===== config.mk =====
export PLATFORM = sky130hd
export DESIGN_NAME = adc_conditioner
export DESIGN_NICKNAME = d
export VERILOG_FILES = /design/src/rtl/adc_cond_pkg.sv /design/src/rtl/adc_dc_blocker.sv /design/src/rtl/adc_conditioner.sv
export SDC_FILE = /design/constraint.sdc
export NUM_CORES = 1
export LEC_CHECK = 0
export ABC_AREA = 0
export BUFFER_PORTS_ARGS = -buffer_cell sky130_fd_sc_hd__clkbuf_2
export CORE_UTILIZATION = 60
export DETAILED_ROUTE_END_ITERATION = 8
export GPL_ROUTABILITY_DRIVEN = 0
export PLACE_DENSITY_LB_ADDON = 0.08
export SYNTH_ARGS = -nofsm -noshare
export SYNTH_HDL_FRONTEND = slang
export SYNTH_SLANG_ARGS = --single-unit

===== constraint.sdc =====
create_clock -name clk_in -period 6 [get_ports clk_in]
set_input_delay 0.6 -clock clk_in [delete_from_list [all_inputs] [get_ports clk_in]]
set_output_delay 0.6 -clock clk_in [all_outputs]
set_load 0.005 [all_outputs]

===== src/rtl/adc_cond_pkg.sv =====
// Shared constants and helpers for the ADC conditioning pipeline.
// Holds the default sample width, the overload counter width and the saturation limits.
package adc_cond_pkg;

  localparam int unsigned ADC_BITS_DEF = 16;
  localparam int unsigned CNT_W        = 16;

  typedef logic [CNT_W-1:0] ovl_cnt_t;

  localparam ovl_cnt_t CNT_MAX = '1;

  // Largest positive two's-complement value for a given width.
  function automatic int sat_max(input int unsigned bits);
    return (1 << (bits - 1)) - 1;
  endfunction

  // Most negative two's-complement value for a given width.
  function automatic int sat_min(input int unsigned bits);
    return -(1 << (bits - 1));
  endfunction

endpackage


===== src/rtl/adc_dc_blocker.sv =====
// Leaky-integrator DC blocker: y = x - (acc >>> DC_SHIFT), acc += y, y saturated on output.
// When disabled the sample passes straight through and the integrator is held at zero.
module adc_dc_blocker
  import adc_cond_pkg::*;
#(
  parameter int unsigned ADC_BITS = ADC_BITS_DEF,
  parameter int unsigned DC_SHIFT = 16
) (
  input  logic                clk_in,
  input  logic                reset_in,
  input  logic                i_en,
  input  logic [ADC_BITS-1:0] i_x,
  output logic [ADC_BITS-1:0] o_y
);

  localparam int unsigned YW   = ADC_BITS + 1;
  localparam int unsigned AccW = ADC_BITS + DC_SHIFT + 1;

  localparam logic signed [YW-1:0] YMax = YW'(sat_max(ADC_BITS));
  localparam logic signed [YW-1:0] YMin = YW'(sat_min(ADC_BITS));

  logic signed [AccW-1:0]     r_acc;
  logic        [ADC_BITS-1:0] r_y;

  logic signed [YW-1:0]       w_x_ext;
  logic signed [YW-1:0]       w_dc;
  logic signed [YW-1:0]       w_y;
  logic signed [AccW-1:0]     w_y_ext;
  logic        [ADC_BITS-1:0] w_y_sat;

  always_comb begin
    w_x_ext = {i_x[ADC_BITS-1], i_x};
    // The shifted accumulator always fits in YW bits, so the narrowing is lossless.
    w_dc    = YW'(r_acc >>> DC_SHIFT);
    w_y     = w_x_ext - w_dc;
    w_y_ext = {{DC_SHIFT{w_y[YW-1]}}, w_y};
    if (w_y > YMax) begin
      w_y_sat = YMax[ADC_BITS-1:0];
    end else if (w_y < YMin) begin
      w_y_sat = YMin[ADC_BITS-1:0];
    end else begin
      w_y_sat = w_y[ADC_BITS-1:0];
    end
  end

  always_ff @(posedge clk_in) begin
    if (reset_in) begin
      r_acc <= '0;
      r_y   <= '0;
    end else if (!i_en) begin
      r_acc <= '0;
      r_y   <= i_x;
    end else begin
      // The integrator tracks the unsaturated difference so it keeps converging.
      r_acc <= r_acc + w_y_ext;
      r_y   <= w_y_sat;
    end
  end

  assign o_y = r_y;

endmodule


===== src/rtl/adc_conditioner.sv =====
// Three-stage ADC front end: capture, derandomize/convert to signed, DC block.
// Also produces a stretched overload flag and a saturating overload-sample counter.
module adc_conditioner
  import adc_cond_pkg::*;
#(
  parameter int unsigned ADC_BITS = ADC_BITS_DEF,
  parameter int unsigned DC_SHIFT = 16,
  parameter int unsigned OVL_HOLD = 48000
) (
  input  logic                clk_in,
  input  logic                reset_in,
  input  logic [ADC_BITS-1:0] ADC_IN,
  input  logic                ADC_OVR,
  input  logic                RAND_EN,
  input  logic                DC_EN,
  input  logic                OVL_CLEAR,
  output logic [ADC_BITS-1:0] DATA_OUT,
  output logic                DATA_VALID,
  output logic                OVERLOAD,
  output logic [CNT_W-1:0]    OVL_COUNT
);

  localparam int unsigned        HoldW    = $clog2(OVL_HOLD + 1);
  localparam logic [HoldW-1:0]   HoldLoad = HoldW'(OVL_HOLD - 1);

  logic [ADC_BITS-1:0] r_s1_code;
  logic                r_s1_ovr;
  logic [ADC_BITS-1:0] r_s2_x;
  logic                r_s2_evt;
  // One bit per stage: set once that stage holds a sample taken after reset.
  logic [2:0]          r_fill;
  logic                r_ovl;
  logic [HoldW-1:0]    r_hold;
  ovl_cnt_t            r_cnt;

  logic [ADC_BITS-1:0] w_derand;
  logic [ADC_BITS-1:0] w_x;
  logic                w_evt;
  logic                w_ovl_d;
  logic [HoldW-1:0]    w_hold_d;
  ovl_cnt_t            w_cnt_d;

  // Stage 2: derandomize, flag rail codes, flip MSB to go offset-binary -> two's complement.
  always_comb begin
    w_derand = r_s1_code;
    if (RAND_EN) begin
      w_derand = {r_s1_code[ADC_BITS-1:1] ^ {(ADC_BITS-1){r_s1_code[0]}}, r_s1_code[0]};
    end
    w_x   = {~w_derand[ADC_BITS-1], w_derand[ADC_BITS-2:0]};
    w_evt = r_s1_ovr | (w_derand == '0) | (&w_derand);
  end

  // Overload hold and counter next state, aligned with the sample entering DATA_OUT.
  always_comb begin
    w_ovl_d  = r_s2_evt | (r_hold != '0);
    w_hold_d = r_hold;
    if (r_s2_evt) begin
      w_hold_d = HoldLoad;
    end else if (r_hold != '0) begin
      w_hold_d = r_hold - 1'b1;
    end

    w_cnt_d = r_cnt;
    if (OVL_CLEAR) begin
      w_cnt_d = r_s2_evt ? ovl_cnt_t'(1) : '0;
    end else if (r_s2_evt && (r_cnt != CNT_MAX)) begin
      w_cnt_d = r_cnt + 1'b1;
    end
  end

  always_ff @(posedge clk_in) begin
    if (reset_in) begin
      r_s1_code <= '0;
      r_s1_ovr  <= 1'b0;
      r_s2_x    <= '0;
      r_s2_evt  <= 1'b0;
      r_fill    <= '0;
      r_ovl     <= 1'b0;
      r_hold    <= '0;
      r_cnt     <= '0;
    end else begin
      r_s1_code <= ADC_IN;
      r_s1_ovr  <= ADC_OVR;
      // Cleared stage-1 contents are not a sample: keep them out of data and events.
      r_s2_x    <= r_fill[0] ? w_x : '0;
      r_s2_evt  <= r_fill[0] & w_evt;
      r_fill    <= {r_fill[1:0], 1'b1};
      r_ovl     <= w_ovl_d;
      r_hold    <= w_hold_d;
      r_cnt     <= w_cnt_d;
    end
  end

  adc_dc_blocker #(
    .ADC_BITS (ADC_BITS),
    .DC_SHIFT (DC_SHIFT)
  ) u_dc_blocker (
    .clk_in   (clk_in),
    .reset_in (reset_in),
    .i_en     (DC_EN),
    .i_x      (r_s2_x),
    .o_y      (DATA_OUT)
  );

  assign DATA_VALID = r_fill[2];
  assign OVERLOAD   = r_ovl;
  assign OVL_COUNT  = r_cnt;

endmodule


### Yosys cells after proc, flatten, opt, wreduce, memory -nomap -nowiden

Cells that the tools add are included.

| operators by class | value |
|---|---|
| magnitude comparators | 2 |
| muxes and demuxes | 10 |
| bitwise logic cells | 8 |
| add/subtract/negate cells | 4 |
| reduce and logical (&&, ||, !) cells | 9 |
| eq/ne operators | 1 |

Operator list:

| cell | count |
|---|---|
| $mux W16 | 8 |
| $add A33 B17 Y33 | 1 |
| $gt A17 B16 Y1 const B | 1 |
| $lt A17 B16 Y1 const B | 1 |
| $sub A16 B17 Y17 | 1 |
| $add A16 B1 Y16 const B | 1 |
| $logic_not A16 Y1 | 1 |
| $ne A16 B16 Y1 const B | 1 |
| $reduce_and A16 Y1 | 1 |
| $reduce_bool A16 Y1 | 1 |
| $sub A16 B1 Y16 const B | 1 |
| $xor A15 B15 Y15 | 1 |
| $reduce_or A2 Y1 | 3 |
| $reduce_bool A2 Y1 | 2 |
| $not A1 Y1 | 3 |
| $or A1 B1 Y1 | 3 |
| $mux W1 | 2 |
| $and A1 B1 Y1 | 1 |
| $logic_and A1 B1 Y1 | 1 |

| word-level totals | value |
|---|---|
| register bits after elaboration | 119 |
| output and inout port bits | 34 |
| logic and storage cells | 46 |
| bits of input ports | 22 |

### Logic depth before layout (Yosys ltp)

| logic depth | value |
|---|---|
| depth after elaboration | 6 |
| mapped depth | 23 |

### By module

Synthesis repeated with hierarchy kept, for this count alone.

| unflattened totals | value |
|---|---|
| cell total of the unflattened synthesis | 858 |
| area total of the unflattened synthesis | 7139.3 µm² |

Modules (own cells, without submodules):

| module | area an instance (µm²) | times used | cells each |
|---|---|---|---|
| adc_dc_blocker | 4033.9 | 1 | 516 |
| adc_conditioner | 3105.5 | 1 | 342 |

### Worst setup path after synthesis

OpenSTA, ideal clock, no wires.

| timing | value |
|---|---|
| path kind | register to register |
| from | reg r_s2_x[0] |
| to | reg u_dc_blocker.r_acc[32] |
| cell stages (with the launch flop) | 23 |
| path slack | 1.400 ns |
| data arrival time | 4.477 ns |
| required time | 5.877 ns |
| cell sequence | dfxtp_1 > inv_1 > ha_1 > fa_1 > nor2b_1 > o31ai_1 > a21o_1 > a31oi_1 > a31oi_1 > nor4b_1 > nor3_1 > buf_1 > inv_1 > ha_1 > clkbuf_1 > nand2_1 > o21ai_0 > a21o_1 > a31oi_1 > o311a_1 > nor3b_1 > a31oi_1 > mux2i_1 |

| between the ends | value |
|---|---|
| longest elaborated chain between the ends | 2 |

Ends and longest elaborated chain:

| what | line | RTL |
|---|---|---|
| from (decl) | adc_conditioner.sv:28 | `logic [ADC_BITS-1:0] r_s2_x;` |
| from (signal assigned) | adc_conditioner.sv:85 | `r_s2_x <= r_fill[0] ? w_x : '0;` |
| $sub A16 B17 Y17 | adc_dc_blocker.sv:35 | `w_y = w_x_ext - w_dc;` |
| $add A33 B17 Y33 | adc_dc_blocker.sv:55 | `r_acc <= r_acc + w_y_ext;` |
| to (signal assigned) | adc_dc_blocker.sv:55 |  |
| to (decl) | adc_dc_blocker.sv:22 | `logic signed [AccW-1:0] r_acc;` |

No other way between the ends.
A chain may end at the register's enable or synchronous reset.

### Final worst setup path

Same ends and word-level chain as after synthesis.

==> results.md <==
- Maxcap violations: 0
- Deepest clock path buffer count: 2
- Setup Skew: 0.00652 ns
- Worst hold start: ADC_IN[3]
- Wire per inst: ~16 microns
- Via count of the first global-routing pass: 5507
- Vias per cell: ~5.9
- Cell mode on critical path: a31oi_1
- Min-Delay Endpoint: r_s1_code[3]
- Combinational Power Share: 0.593
- ANT cells: 0
- Worst slew margin: 0.406
- Fin crit period: 5.27 ns
- Initial Util: 0.621
- CP cell instances: inv_1 -> ha_1 -> fa_1 -> nor2b_1 -> o31ai_1 -> a21o_1 -> a31oi_1 -> a31oi_1 -> nor4b_1 -> nor3_1 -> buf_4 -> inv_1 -> ha_1 -> nand4_1 -> a31oi_1 -> a31oi_1 -> o311a_1 -> nor3b_1 -> a31oi_1 -> mux2i_1
- Dpl ws: ~0.84 ns
- Crit path launch type: flip-flop
- Area delta synth->final: 14.4%
- DR pass1 iterations: 6
- Detailed Route Iter0 Violations: just under 500
- WP buf/inv: 3
- CTS tree: yes
- WS Path Type: reg2reg
- Setup_tns: 0 ns
- Status: complete, no violations
- Placeable Area: 0.0109 sq mm
- Net Sw Power: 2.33 mW
- WP data arrival: 5.69 ns
- Cells after Synth: 817
- Mapped Nets: 892
- R2r endpoint: u_dc_blocker.r_acc[32]
- Unique cell type count in the Yosys netlist: 54
- R2R Setup Slk: 0.73 ns
- Commonest non-fill, non-tap cells in the layout: 119 x dfxtp_1, 117 x nor2_1, 62 x a21oi_1
- Prevailing post-synth register cell: dfxtp_1
- Worst r2r src: r_s2_x[0]
- Sequential power share: 0.209
- Pint: 2.88 mW
- CP endpoint kind: flip-flop
- Clk root buf: clkbuf_8
- I/O pins: 56
- Hold_buf cts: 0
- Die area: 0.0117 sq mm
- Fraction of registers with async set/reset: 0
- Maximum clock frequency: 190 MHz
- Mean post-synth cell area: 8.27 sq um
- Placed inst area: between 0.007 and 0.008 sq mm
- Final period utilization: 0.879
- Detail Placement HPWL: 12.0 mm
- IO Port Bufs: 55
- Fillers: approximately 880
- Hold path cells: 2
- Max VDD drop: 0.000461 V
- Fin. Hold Viols: 0
- Syn. warnings: 0
- Clk_lat worst skew: 0.53 ns
- First-pass GRT wire length: approximately 27 mm
- Max Slew Vio Count: 0
- Synthesized area: 0.00676 sq mm
- Die width: approximately 110 microns
- Number of antenna-violating nets in the routed design: 0
- Unrepaired setup endpoints after global routing: no
- Hold Crit Class: in2reg
- Sequential-to-total area share from yosys stat: 0.353
- EDFF count, synth: 0
- Final #Nets: 944
- CTS clk-pin slew, worst paths: roughly 0.060 ns
- Crit path max fanout: 20
- Worst Slack Setup Final: between 0.7 and 0.8 ns
- Sw Share: 0.447
- Delay-heaviest family, CP: compound AO/OA/AOI/OAI gates
- PostCTS Resize Cnt: 0
- Power Dens Cells: 673 mW/mm^2
- Share of cells above drive strength 1: 0.113
- Initial antenna violation count: 0
- Pleak: 3.34 nW
- # setup viols final: 0
- Num CTS Buffers: 17
- Wirelength, routed: 16.2 mm
- Worst reg2reg path depth: 20
- FF+latch count, synth: 119
- Hold_ws: roughly 0.27 ns
- Via Count: 6044
- CTS H-tree lvls: 4
- Die height: 108 microns
- Row count: 38
- All-Layer GR Usage: 0.291
- Crit path required time: roughly 6.4 ns
- Commonest non-fill, non-tap cell in the layout: dfxtp_1
- GRT overflow: 0
- Clock power frac: 0.198
- DRC viols: 0
- CP max stage cell: ha_1
- CP max stage delay: 0.56 ns
- Pin count of the biggest net entering global routing: 56
- Post-CTS setup buffers: 0
- # clock sinks: 119
- Final Cell Area: about 0.0077 sq mm
- Slew at the pin with the worst max-slew slack: 0.891 ns
==> Yosys cell counts, types with 5 or more instances <==
library cell,n,area share
dfxtp_1,119,0.35
nor2_1,117,0.065
a21oi_1,62,0.046
nand2_1,52,0.029
ha_1,51,0.094
xnor2_1,45,0.058
inv_1,36,0.020
o21ai_0,33,0.024
xor2_1,29,0.038
nor3_1,27,0.020
nor2b_1,25,0.023
a21o_1,24,0.027
clkbuf_1,21,0.012
nand3_1,17,0.013
nand4_1,16,0.015
a211oi_1,14,0.016
and3_1,11,0.010
o21a_1,11,0.012
a31oi_1,9,0.0083
nor4_1,7,0.0065
or4_1,7,0.0078
o21ai_1,6,0.0044
a221oi_1,5,0.0065
a311oi_1,5,0.0065
nand2b_1,5,0.0046
o211ai_1,5,0.0056
==> state kept, by name, summed over array words and instances (netlist names) <==
signal,count
OVERLOAD,1
OVL_COUNT,16
r_fill,3
r_hold,16
r_s1_code,16
r_s1_ovr,1
r_s2_evt,1
r_s2_x,16
u_dc_blocker.o_y,16
u_dc_blocker.r_acc,33
==> stage by stage <==
stage / cells / util / power (mW)
after global placement: 990 / 0.655 / 4.02
after CTS: 1022 / 0.710 / 5.17
after global routing: 1022 / 0.710 / 5.63
final: 1022 / 0.710 / 5.21
after floorplan: 817 / - / 3.52
after detailed placement: 990 / 0.655 / 4.11
==> how the worst max path moves through the flow <==
stage,start,endpoint,depth (start not counted)
2_1_floorplan,r_s2_x[0],u_dc_blocker.r_acc[32],22
3_3_place_gp,u_dc_blocker.r_acc[17],u_dc_blocker.r_acc[32],18
3_5_place_dp,r_s2_x[0],u_dc_blocker.r_acc[32],20
4_1_cts,r_s2_x[0],u_dc_blocker.r_acc[32],20
5_1_grt,r_s2_x[0],u_dc_blocker.r_acc[32],20
6_report,r_s2_x[0],u_dc_blocker.r_acc[32],20
==> power groups by stage <==
stage          combinational (mW)  clock (mW)  sequential (mW)
5_1_grt                      3.45        1.08             1.11
3_3_place_gp                 2.92           0             1.09
4_1_cts                      3.04        1.04             1.09
3_5_place_dp                 3.01           0             1.10
6_report                     3.09        1.03             1.09
2_1_floorplan                2.45           0             1.07
==> layer usage <==
layer	global-route usage	vias up	part of all wire	routed length, microns
li1	-	2992	-	-
met1	0.393	2825	0.47	7570
met2	0.456	196	0.45	7320
met3	0.0549	31	0.058	939
met4	0.118	0	0.021	347
met5	0	-	0	0
==> cell families (layout without fill, tap and decap cells) <==
logic type | after synthesis | in the layout | synth area share
adder cells (fa/ha/maj) | 53 | 53 | 0.100
AND/OR/NAND/NOR | 302 | 302 | 0.213
XOR/XNOR | 75 | 75 | 0.100
AO/OA/AOI/OAI | 201 | 201 | 0.192
flip-flops | 119 | 119 | 0.353
buffers and inverters | 63 | 128 | 0.0361
multiplexers | 4 | 4 | 0.00593
==> cell type report <==
| cell class | count | area [sq um] | area share |
|---|---|---|---|
| clock buffers | 19 | 432 | 0.0558 |
| clock inverters | 13 | 170 | 0.0220 |
| inverters | 38 | 143 | 0.0185 |
| multi-input cells | 635 | 4130 | 0.534 |
| flip-flops and latches | 119 | 2380 | 0.308 |
| well taps | 140 | 175 | 0.0227 |
| repair buffers | 58 | 298 | 0.0385 |
No activity file was read; power rests on OpenSTA's default activity.
